**src/rtl/instr_seq_ctrl_if.sv**
```systemverilog
// Bundle of signals between the instruction sequencer and the IR/decoder, datapath
// and memory port. The sequencer is the master: it owns every strobe and reads
// start, the decoded instruction fields and the memory ready flag.
//
// Memory handshake: mem_cmd is the request and mem_rdy the response. In a memory
// wait state (IF1, MRD, MWR) the sequencer holds mem_cmd steady. It advances only
// on a rising edge where mem_cmd != 00 and mem_rdy == 1; that edge completes the
// transfer. mem_cmd stays at READ through IF2 and WMEM so the read data remains
// valid while it is captured. mem_rdy is ignored in those two states.
interface instr_seq_ctrl_if;
  logic       s;
  logic [2:0] opcode;
  logic [1:0] op;
  logic       mem_rdy;
  logic       w;
  logic       halted;
  logic       err;
  logic       reset_pc;
  logic       load_pc;
  logic       load_ir;
  logic       addr_sel;
  logic       load_addr;
  logic [1:0] mem_cmd;
  logic [1:0] nsel;
  logic [1:0] vsel;
  logic       loada;
  logic       loadb;
  logic       loadc;
  logic       loads;
  logic       asel;
  logic       bsel;
  logic       write;

  modport master (
    input  s, opcode, op, mem_rdy,
    output w, halted, err, reset_pc, load_pc, load_ir, addr_sel, load_addr,
           mem_cmd, nsel, vsel, loada, loadb, loadc, loads, asel, bsel, write
  );

  modport slave (
    output s, opcode, op, mem_rdy,
    input  w, halted, err, reset_pc, load_pc, load_ir, addr_sel, load_addr,
           mem_cmd, nsel, vsel, loada, loadb, loadc, loads, asel, bsel, write
  );
endinterface

```
**src/rtl/instr_seq_ctrl.sv**
```systemverilog
// Moore sequencer for the CPU. It fetches an instruction, decodes {opcode,op} and
// steps through the execute states of MOV/MOVI/ALU/CMP/LDR/STR/HALT. The decoded
// instruction class is latched in DEC, so strobes and branches depend only on
// registers. All outputs are registered copies of the decode of the next state.
module instr_seq_ctrl #(
  parameter int WAIT_MAX = 15
) (
  input  logic             clk,
  input  logic             reset,
  instr_seq_ctrl_if.master bus,
  output logic [4:0]       state_dbg
);

  localparam int CW = (WAIT_MAX < 1) ? 1 : $clog2(WAIT_MAX + 1);
  localparam logic [CW-1:0] CNT_LAST = CW'(WAIT_MAX - 1);

  typedef enum logic [4:0] {
    S_RST, S_IF1, S_IF2, S_UPC, S_DEC, S_WIMM, S_GA, S_GB, S_CALU, S_WR,
    S_CCMP, S_CADR, S_LADR, S_MRD, S_WMEM, S_GBD, S_CST, S_MWR, S_HALT
  } state_t;

  typedef enum logic [2:0] {
    K_NONE, K_MOVI, K_MOV, K_ALU, K_CMP, K_MVN, K_LDR, K_STR
  } kind_t;

  typedef struct packed {
    logic       w;
    logic       halted;
    logic       reset_pc;
    logic       load_pc;
    logic       load_ir;
    logic       addr_sel;
    logic       load_addr;
    logic [1:0] mem_cmd;
    logic [1:0] nsel;
    logic [1:0] vsel;
    logic       loada;
    logic       loadb;
    logic       loadc;
    logic       loads;
    logic       asel;
    logic       bsel;
    logic       write;
  } ctl_t;

  state_t        state, state_nxt;
  kind_t         kind, kind_nxt;
  logic [CW-1:0] cnt, cnt_nxt;
  logic          err_q, err_nxt;
  ctl_t          ctl;

  // Strobes asserted in each state; asel in CALU zeroes A for MOV/MVN.
  function automatic ctl_t decode(input state_t st, input kind_t k);
    ctl_t c;
    c = '0;
    case (st)
      S_RST:  begin c.w = 1'b1; c.reset_pc = 1'b1; c.load_pc = 1'b1; end
      S_IF1:  begin c.addr_sel = 1'b1; c.mem_cmd = 2'b01; end
      S_IF2:  begin c.addr_sel = 1'b1; c.mem_cmd = 2'b01; c.load_ir = 1'b1; end
      S_UPC:  c.load_pc = 1'b1;
      S_DEC:  c = '0;
      S_WIMM: begin c.nsel = 2'b00; c.vsel = 2'b01; c.write = 1'b1; end
      S_GA:   begin c.nsel = 2'b00; c.loada = 1'b1; end
      S_GB:   begin c.nsel = 2'b10; c.loadb = 1'b1; end
      S_CALU: begin c.loadc = 1'b1; c.asel = (k == K_MOV) || (k == K_MVN); end
      S_WR:   begin c.nsel = 2'b01; c.vsel = 2'b11; c.write = 1'b1; end
      S_CCMP: c.loads = 1'b1;
      S_CADR: begin c.bsel = 1'b1; c.loadc = 1'b1; end
      S_LADR: c.load_addr = 1'b1;
      S_MRD:  c.mem_cmd = 2'b01;
      S_WMEM: begin c.mem_cmd = 2'b01; c.nsel = 2'b01; c.vsel = 2'b00; c.write = 1'b1; end
      S_GBD:  begin c.nsel = 2'b01; c.loadb = 1'b1; end
      S_CST:  begin c.asel = 1'b1; c.loadc = 1'b1; end
      S_MWR:  c.mem_cmd = 2'b10;
      S_HALT: c.halted = 1'b1;
      default: c = '0;
    endcase
    return c;
  endfunction

  // Next state, instruction class, wait counter and sticky error.
  always_comb begin
    state_nxt = state;
    kind_nxt  = kind;
    cnt_nxt   = cnt;
    err_nxt   = err_q;
    case (state)
      S_RST:  if (bus.s) state_nxt = S_IF1;
      S_IF1, S_MRD, S_MWR: begin
        if (bus.mem_rdy) begin
          case (state)
            S_IF1:   state_nxt = S_IF2;
            S_MRD:   state_nxt = S_WMEM;
            default: state_nxt = S_IF1;
          endcase
        end else if (cnt == CNT_LAST) begin
          state_nxt = S_HALT;
          err_nxt   = 1'b1;
        end else begin
          cnt_nxt = cnt + 1'b1;
        end
      end
      S_IF2:  state_nxt = S_UPC;
      S_UPC:  state_nxt = S_DEC;
      S_DEC: begin
        casez ({bus.opcode, bus.op})
          5'b110_10: begin kind_nxt = K_MOVI; state_nxt = S_WIMM; end
          5'b110_00: begin kind_nxt = K_MOV;  state_nxt = S_GB;   end
          5'b101_00,
          5'b101_10: begin kind_nxt = K_ALU;  state_nxt = S_GA;   end
          5'b101_01: begin kind_nxt = K_CMP;  state_nxt = S_GA;   end
          5'b101_11: begin kind_nxt = K_MVN;  state_nxt = S_GB;   end
          5'b011_00: begin kind_nxt = K_LDR;  state_nxt = S_GA;   end
          5'b100_00: begin kind_nxt = K_STR;  state_nxt = S_GA;   end
          5'b111_??: begin kind_nxt = K_NONE; state_nxt = S_HALT; end
          default:   begin kind_nxt = K_NONE; state_nxt = S_HALT; err_nxt = 1'b1; end
        endcase
      end
      S_WIMM: state_nxt = S_IF1;
      S_GA:   state_nxt = (kind == K_LDR || kind == K_STR) ? S_CADR : S_GB;
      S_GB:   state_nxt = (kind == K_CMP) ? S_CCMP : S_CALU;
      S_CALU: state_nxt = S_WR;
      S_WR:   state_nxt = S_IF1;
      S_CCMP: state_nxt = S_IF1;
      S_CADR: state_nxt = S_LADR;
      S_LADR: state_nxt = (kind == K_LDR) ? S_MRD : S_GBD;
      S_WMEM: state_nxt = S_IF1;
      S_GBD:  state_nxt = S_CST;
      S_CST:  state_nxt = S_MWR;
      S_HALT: state_nxt = S_HALT;
      default: state_nxt = S_RST;
    endcase
    // Every fresh entry into a memory wait state restarts the timeout count.
    if ((state_nxt != state) &&
        (state_nxt == S_IF1 || state_nxt == S_MRD || state_nxt == S_MWR))
      cnt_nxt = '0;
  end

  // State and output registers; outputs track the decode of the state being entered.
  always_ff @(posedge clk) begin
    if (!reset) begin
      state <= S_RST;
      kind  <= K_NONE;
      cnt   <= '0;
      err_q <= 1'b0;
      ctl   <= decode(S_RST, K_NONE);
    end else begin
      state <= state_nxt;
      kind  <= kind_nxt;
      cnt   <= cnt_nxt;
      err_q <= err_nxt;
      ctl   <= decode(state_nxt, kind_nxt);
    end
  end

  assign state_dbg     = state;
  assign bus.err       = err_q;
  assign bus.w         = ctl.w;
  assign bus.halted    = ctl.halted;
  assign bus.reset_pc  = ctl.reset_pc;
  assign bus.load_pc   = ctl.load_pc;
  assign bus.load_ir   = ctl.load_ir;
  assign bus.addr_sel  = ctl.addr_sel;
  assign bus.load_addr = ctl.load_addr;
  assign bus.mem_cmd   = ctl.mem_cmd;
  assign bus.nsel      = ctl.nsel;
  assign bus.vsel      = ctl.vsel;
  assign bus.loada     = ctl.loada;
  assign bus.loadb     = ctl.loadb;
  assign bus.loadc     = ctl.loadc;
  assign bus.loads     = ctl.loads;
  assign bus.asel      = ctl.asel;
  assign bus.bsel      = ctl.bsel;
  assign bus.write     = ctl.write;

endmodule

```
**src/flat_wrapper.sv**
```systemverilog
// flat-port wrapper written by rule: the top's interface ports become plain ports
module instr_seq_ctrl_flat 
#(
  parameter int WAIT_MAX = 15
)
  (clk, reset, state_dbg, bus_s, bus_opcode, bus_op, bus_mem_rdy, bus_w, bus_halted, bus_err, bus_reset_pc, bus_load_pc, bus_load_ir, bus_addr_sel, bus_load_addr, bus_mem_cmd, bus_nsel, bus_vsel, bus_loada, bus_loadb, bus_loadc, bus_loads, bus_asel, bus_bsel, bus_write);
  instr_seq_ctrl_if bus_i ();
  input  logic clk;
  input  logic reset;
  output logic [4:0] state_dbg;
  input wire logic [$bits(bus_i.s)-1:0] bus_s;
  input wire logic [$bits(bus_i.opcode)-1:0] bus_opcode;
  input wire logic [$bits(bus_i.op)-1:0] bus_op;
  input wire logic [$bits(bus_i.mem_rdy)-1:0] bus_mem_rdy;
  output wire logic [$bits(bus_i.w)-1:0] bus_w;
  output wire logic [$bits(bus_i.halted)-1:0] bus_halted;
  output wire logic [$bits(bus_i.err)-1:0] bus_err;
  output wire logic [$bits(bus_i.reset_pc)-1:0] bus_reset_pc;
  output wire logic [$bits(bus_i.load_pc)-1:0] bus_load_pc;
  output wire logic [$bits(bus_i.load_ir)-1:0] bus_load_ir;
  output wire logic [$bits(bus_i.addr_sel)-1:0] bus_addr_sel;
  output wire logic [$bits(bus_i.load_addr)-1:0] bus_load_addr;
  output wire logic [$bits(bus_i.mem_cmd)-1:0] bus_mem_cmd;
  output wire logic [$bits(bus_i.nsel)-1:0] bus_nsel;
  output wire logic [$bits(bus_i.vsel)-1:0] bus_vsel;
  output wire logic [$bits(bus_i.loada)-1:0] bus_loada;
  output wire logic [$bits(bus_i.loadb)-1:0] bus_loadb;
  output wire logic [$bits(bus_i.loadc)-1:0] bus_loadc;
  output wire logic [$bits(bus_i.loads)-1:0] bus_loads;
  output wire logic [$bits(bus_i.asel)-1:0] bus_asel;
  output wire logic [$bits(bus_i.bsel)-1:0] bus_bsel;
  output wire logic [$bits(bus_i.write)-1:0] bus_write;
  assign bus_i.s = bus_s;
  assign bus_i.opcode = bus_opcode;
  assign bus_i.op = bus_op;
  assign bus_i.mem_rdy = bus_mem_rdy;
  assign bus_w = bus_i.w;
  assign bus_halted = bus_i.halted;
  assign bus_err = bus_i.err;
  assign bus_reset_pc = bus_i.reset_pc;
  assign bus_load_pc = bus_i.load_pc;
  assign bus_load_ir = bus_i.load_ir;
  assign bus_addr_sel = bus_i.addr_sel;
  assign bus_load_addr = bus_i.load_addr;
  assign bus_mem_cmd = bus_i.mem_cmd;
  assign bus_nsel = bus_i.nsel;
  assign bus_vsel = bus_i.vsel;
  assign bus_loada = bus_i.loada;
  assign bus_loadb = bus_i.loadb;
  assign bus_loadc = bus_i.loadc;
  assign bus_loads = bus_i.loads;
  assign bus_asel = bus_i.asel;
  assign bus_bsel = bus_i.bsel;
  assign bus_write = bus_i.write;
  instr_seq_ctrl #(.WAIT_MAX(WAIT_MAX)) u_core (.clk(clk), .reset(reset), .bus(bus_i), .state_dbg(state_dbg));
endmodule
```
**config.mk**
```make
export PLATFORM = sky130hd
export DESIGN_NAME = instr_seq_ctrl_flat
export DESIGN_NICKNAME = d
export VERILOG_FILES = /design/src/rtl/instr_seq_ctrl_if.sv /design/src/rtl/instr_seq_ctrl.sv /design/src/flat_wrapper.sv
export SDC_FILE = /design/constraint.sdc
export NUM_CORES = 1
export LEC_CHECK = 0
export ABC_AREA = 1
export ABC_CLOCK_PERIOD_IN_PS = 2800
export CAP_MARGIN = 20
export CORE_MARGIN = 2
export CORE_UTILIZATION = 55
export CTS_BUF_LIST = sky130_fd_sc_hd__clkbuf_4 sky130_fd_sc_hd__clkbuf_8
export DETAILED_ROUTE_END_ITERATION = 16
export GPL_TIMING_DRIVEN = 0
export MAX_ROUTING_LAYER = met4
export PLACE_DENSITY = 0.83
export REMOVE_ABC_BUFFERS = 1
export SYNTH_ARGS = -nofsm -noshare
export SYNTH_HDL_FRONTEND = slang
export SYNTH_SLANG_ARGS = --single-unit
```
**constraint.sdc**
```tcl
create_clock -name clk -period 2.8 [get_ports clk]
set_input_delay 0.28 -clock clk [delete_from_list [all_inputs] [get_ports clk]]
set_output_delay 0.28 -clock clk [all_outputs]
set_load 0.01 [all_outputs]
```
==> impl_metrics.csv <==
group,metric,value,unit
placed_design,dp.final_hpwl,3460,um
route,wl_per_cell,12.5,um
yosys,synthTopCellsByArea,"dfxtp_1 (33%), nand2_1 (11%), nor2_1 (6.8%)",
yosys,syn-cell-area,1930,um2
die,core_area,3360,um2
yosys,synth.distinct_cells,37,
final_layout,utilization,69.3,%
yosys,synthCells,276,
die,initial_utilization,57.5,%
final_layout,diodes,0,
route,vias,1891,
timing,finalSetupViolCount,0,
grt,antenna_found_initial,0,
route,drt_pass1_iterations,4,
cts,ctsResizeCount,0,
timing,report.final.slew_viol_count,0,
timing,clock.fmax,0.449,GHz
setup_path,r2r.worst_path.cells,11,
timing,setup_slack,0.575,ns
setup_path,r2r_slack,0.58,ns
hold_path,worstHoldPathType,"flip-flop to flip-flop",
cts,cts_tree,"done",
grt,grt_start_max_net_pins,15,
status,status,"finished, final reports clean",
setup_path,slowest_delay,0.62,ns
cts,cts-hold-fix-buffers,0,
die,die-area,4010,um2
timing,hold_viol,0,
setup_path,worstSetupEndpointType,"flip-flop",
cts,cts_made_buffers,5,
cts,htree_levels,2,
final_layout,layout_commonest_cell,"nand2_1",
setup_path,cp_slowest_cell,"dfxtp_1",
setup_path,crit_end,"u_core.cnt[2]$_SDFFE_PP0P_",
grt,grt_pass1_vias,1699,
grt,grt_pass1_wl,7490,um
yosys,synth_warnings,0,
setup_path,path_class,"flip-flop to flip-flop",
yosys,synth_seq_area_share,33.1,%
placed_design,io_buffers,34,
final_layout,drive_gt1_share,16.5,%
setup_path,crit_path_start,"u_core.state_dbg[0]$_SDFF_PN0_",
setup_path,cp_max_fo,9,
grt,gr-total-overflow,0,
die,die_h,63.3,um
cts,clk_latency,0.34,ns
setup_path,r2r_start,"u_core.state_dbg[0]$_SDFF_PN0_",
route,drt_iter0_drc,74,
power,p_per_area,552,nW/um2
setup_path,reg2reg_to,"u_core.cnt[2]$_SDFFE_PP0P_",
route,drc,0,
die,row_count,21,
route,routed_via_density,5.31,
timing,relSlewSlack,69.2,%
power,ir_worst_vdd,0.371,mV
final_layout,layout_common_cells,"nand2_1 (56), nor2_1 (35), clkdlybuf4s50_1 (34)",
route,ant_nets,0,
timing,worst_pin_slew,0.461,ns
yosys,synth_top_area_share,33.1,%
flow_run,max_cap_violations,0,
route,routed_wl,4440,um
final_layout,area_growth,20.6,%
placed_design,gp_congestion,0.951,
cts,clockRootBuffer,"clkbuf_4",
placed_design,dpl_worst_slack,0.507,ns
setup_path,cpMostUsedCell,"nand2_1",
yosys,synth_seq_cells,32,
setup_path,path_cells,"inv_2, nor2_4, nand4_1, nand2_1, nand2_1, nand3_2, nand4_1, nand2_1, nand2_1, nand2_2, nor2_1",
cts,cts.clk_slew.worst_paths,0.10,ns
placed_design,post_dp_cell_area,2250,um2
power,p_leak,1.09,nW
grt,grt_usage,24.6,%
timing,rsz0062_at_grt,"no",
timing,skew,0.00759,ns
yosys,netlist.top_cell.by_area,"dfxtp_1",
setup_path,worstPathArrival,2.47,ns
cts,post_cts_buffers,0,
yosys,syn_avg_cell_area,7.01,um2
die,ioPinCount,35,
cts,clock_sinks,32,
cts,cts_buffer_depth,2,
die,die_w,63.3,um
setup_path,required,3.04,ns
setup_path,start_kind,"flip-flop",
final_layout,final_nets,320,
timing,min_period_over_period,79.5,%
final_layout,fin_area,2330,um2
hold_path,hp-start,"u_core.bus.err$_SDFFE_PN0P_",
timing,finalCriticalPeriod,2.22,ns
timing,tns,0,ns
## worst min path at each step
stage / endpoint / slack [ns] / depth (start not counted)
finish: u_core.bus.err$_SDFFE_PN0P_ / 0.50 / 2
global route: u_core.bus.err$_SDFFE_PN0P_ / 0.55 / 2
CTS: u_core.bus.err$_SDFFE_PN0P_ / 0.51 / 2
detailed placement: u_core.bus.err$_SDFFE_PN0P_ / 0.49 / 2
global placement: u_core.bus.err$_SDFFE_PN0P_ / 0.46 / 2
floorplan: u_core.bus.w$_SDFF_PN1_ / 0.35 / 1
## per-stage QoR
stage | instances | hold WS, ns | total power, mW
after detailed placement | 348 | 0.489 | 0.939
after global routing | 356 | 0.545 | 1.36
after CTS | 356 | 0.511 | 1.29
after global placement | 348 | 0.459 | 0.932
after floorplan | 268 | 0.350 | 0.802
final | 356 | 0.503 | 1.29
## kinds of logic (layout without fill, tap and decap cells)
| kind of cell | Yosys count | in the layout | share of synthesized area (%) |
|---|---|---|---|
| flops | 32 | 32 | 33.1 |
| fa+ha+maj | 2 | 2 | 1.29 |
| xor+xnor | 4 | 4 | 1.81 |
| simple gates | 165 | 165 | 44.4 |
| buf+inv | 49 | 83 | 12.2 |
| compound gates | 24 | 24 | 7.12 |
## where the power goes
group          internal [mW]  switching, mW  total (mW)
registers              0.486         0.0310       0.517
logic                  0.163          0.252       0.415
clock network          0.197          0.159       0.356
## sequential cells by signal, summed over array words and instances, names as in the netlist
name and cells:
u_core.bus.addr_sel 1, u_core.bus.asel 1, u_core.bus.bsel 1, u_core.bus.err 1, u_core.bus.halted 1, u_core.bus.load_addr 1, u_core.bus.load_ir 1, u_core.bus.load_pc 1
u_core.bus.loada 1, u_core.bus.loadb 1, u_core.bus.loadc 1, u_core.bus.loads 1, u_core.bus.mem_cmd 2, u_core.bus.nsel 2, u_core.bus.vsel 2, u_core.bus.w 1
u_core.bus.write 1, u_core.cnt 4, u_core.kind 3, u_core.state_dbg 5
## area by class of cell
class,instances,area (um2)
tap,46,57.6
timing repair buffer,34,340
multi-input combinational,195,1060
fill,317,1030
sequential,32,641
clock inverter,2,35.0
clock buffer,6,45.0
inverter,41,156
## synth_stat cells
| cell type | instances |
|---|---|
| nor2_8 | 1 |
| dfxtp_1 | 32 |
| nand2_2 | 11 |
| a31oi_1 | 2 |
| o21a_1 | 1 |
| inv_4 | 1 |
| xor2_1 | 3 |
| nand3_2 | 5 |
| inv_2 | 9 |
| o211ai_1 | 2 |
| nand2_4 | 2 |
| nand3b_1 | 1 |
| buf_6 | 3 |
| nor3b_1 | 1 |
| nor2_1 | 35 |
| o21ai_0 | 6 |
| a21oi_1 | 8 |
| a21oi_2 | 1 |
| nand4_2 | 1 |
| ha_1 | 2 |
| nor3_1 | 7 |
| clkbuf_1 | 1 |
| buf_12 | 1 |
| clkinv_1 | 1 |
| o22ai_1 | 1 |
| nand2_1 | 56 |
| nor2_4 | 4 |
| xnor2_1 | 1 |
| o31ai_1 | 1 |
| nand4_1 | 8 |
| o21ai_1 | 2 |
| buf_4 | 3 |
| nor2_2 | 6 |
| nand3_4 | 2 |
| nand3_1 | 24 |
| nor4_1 | 1 |
| inv_1 | 30 |
## layer usage
layer	vias up	share of wire, %	global-route usage (%)
li1	951	-	-
met4	0	1.2	8.15
met1	874	44	29.2
met5	-	0	-
met2	59	48	40.0
met3	7	7.1	7.14
## worst max-delay path, delay by kind of cell (launching register included)
kind                   cells  cell delay, ns
AND/OR/NAND/NOR           10            1.35
flip-flops                 1            0.62
buffers and inverters      1            0.15
No activity file was read; power rests on OpenSTA's default activity.
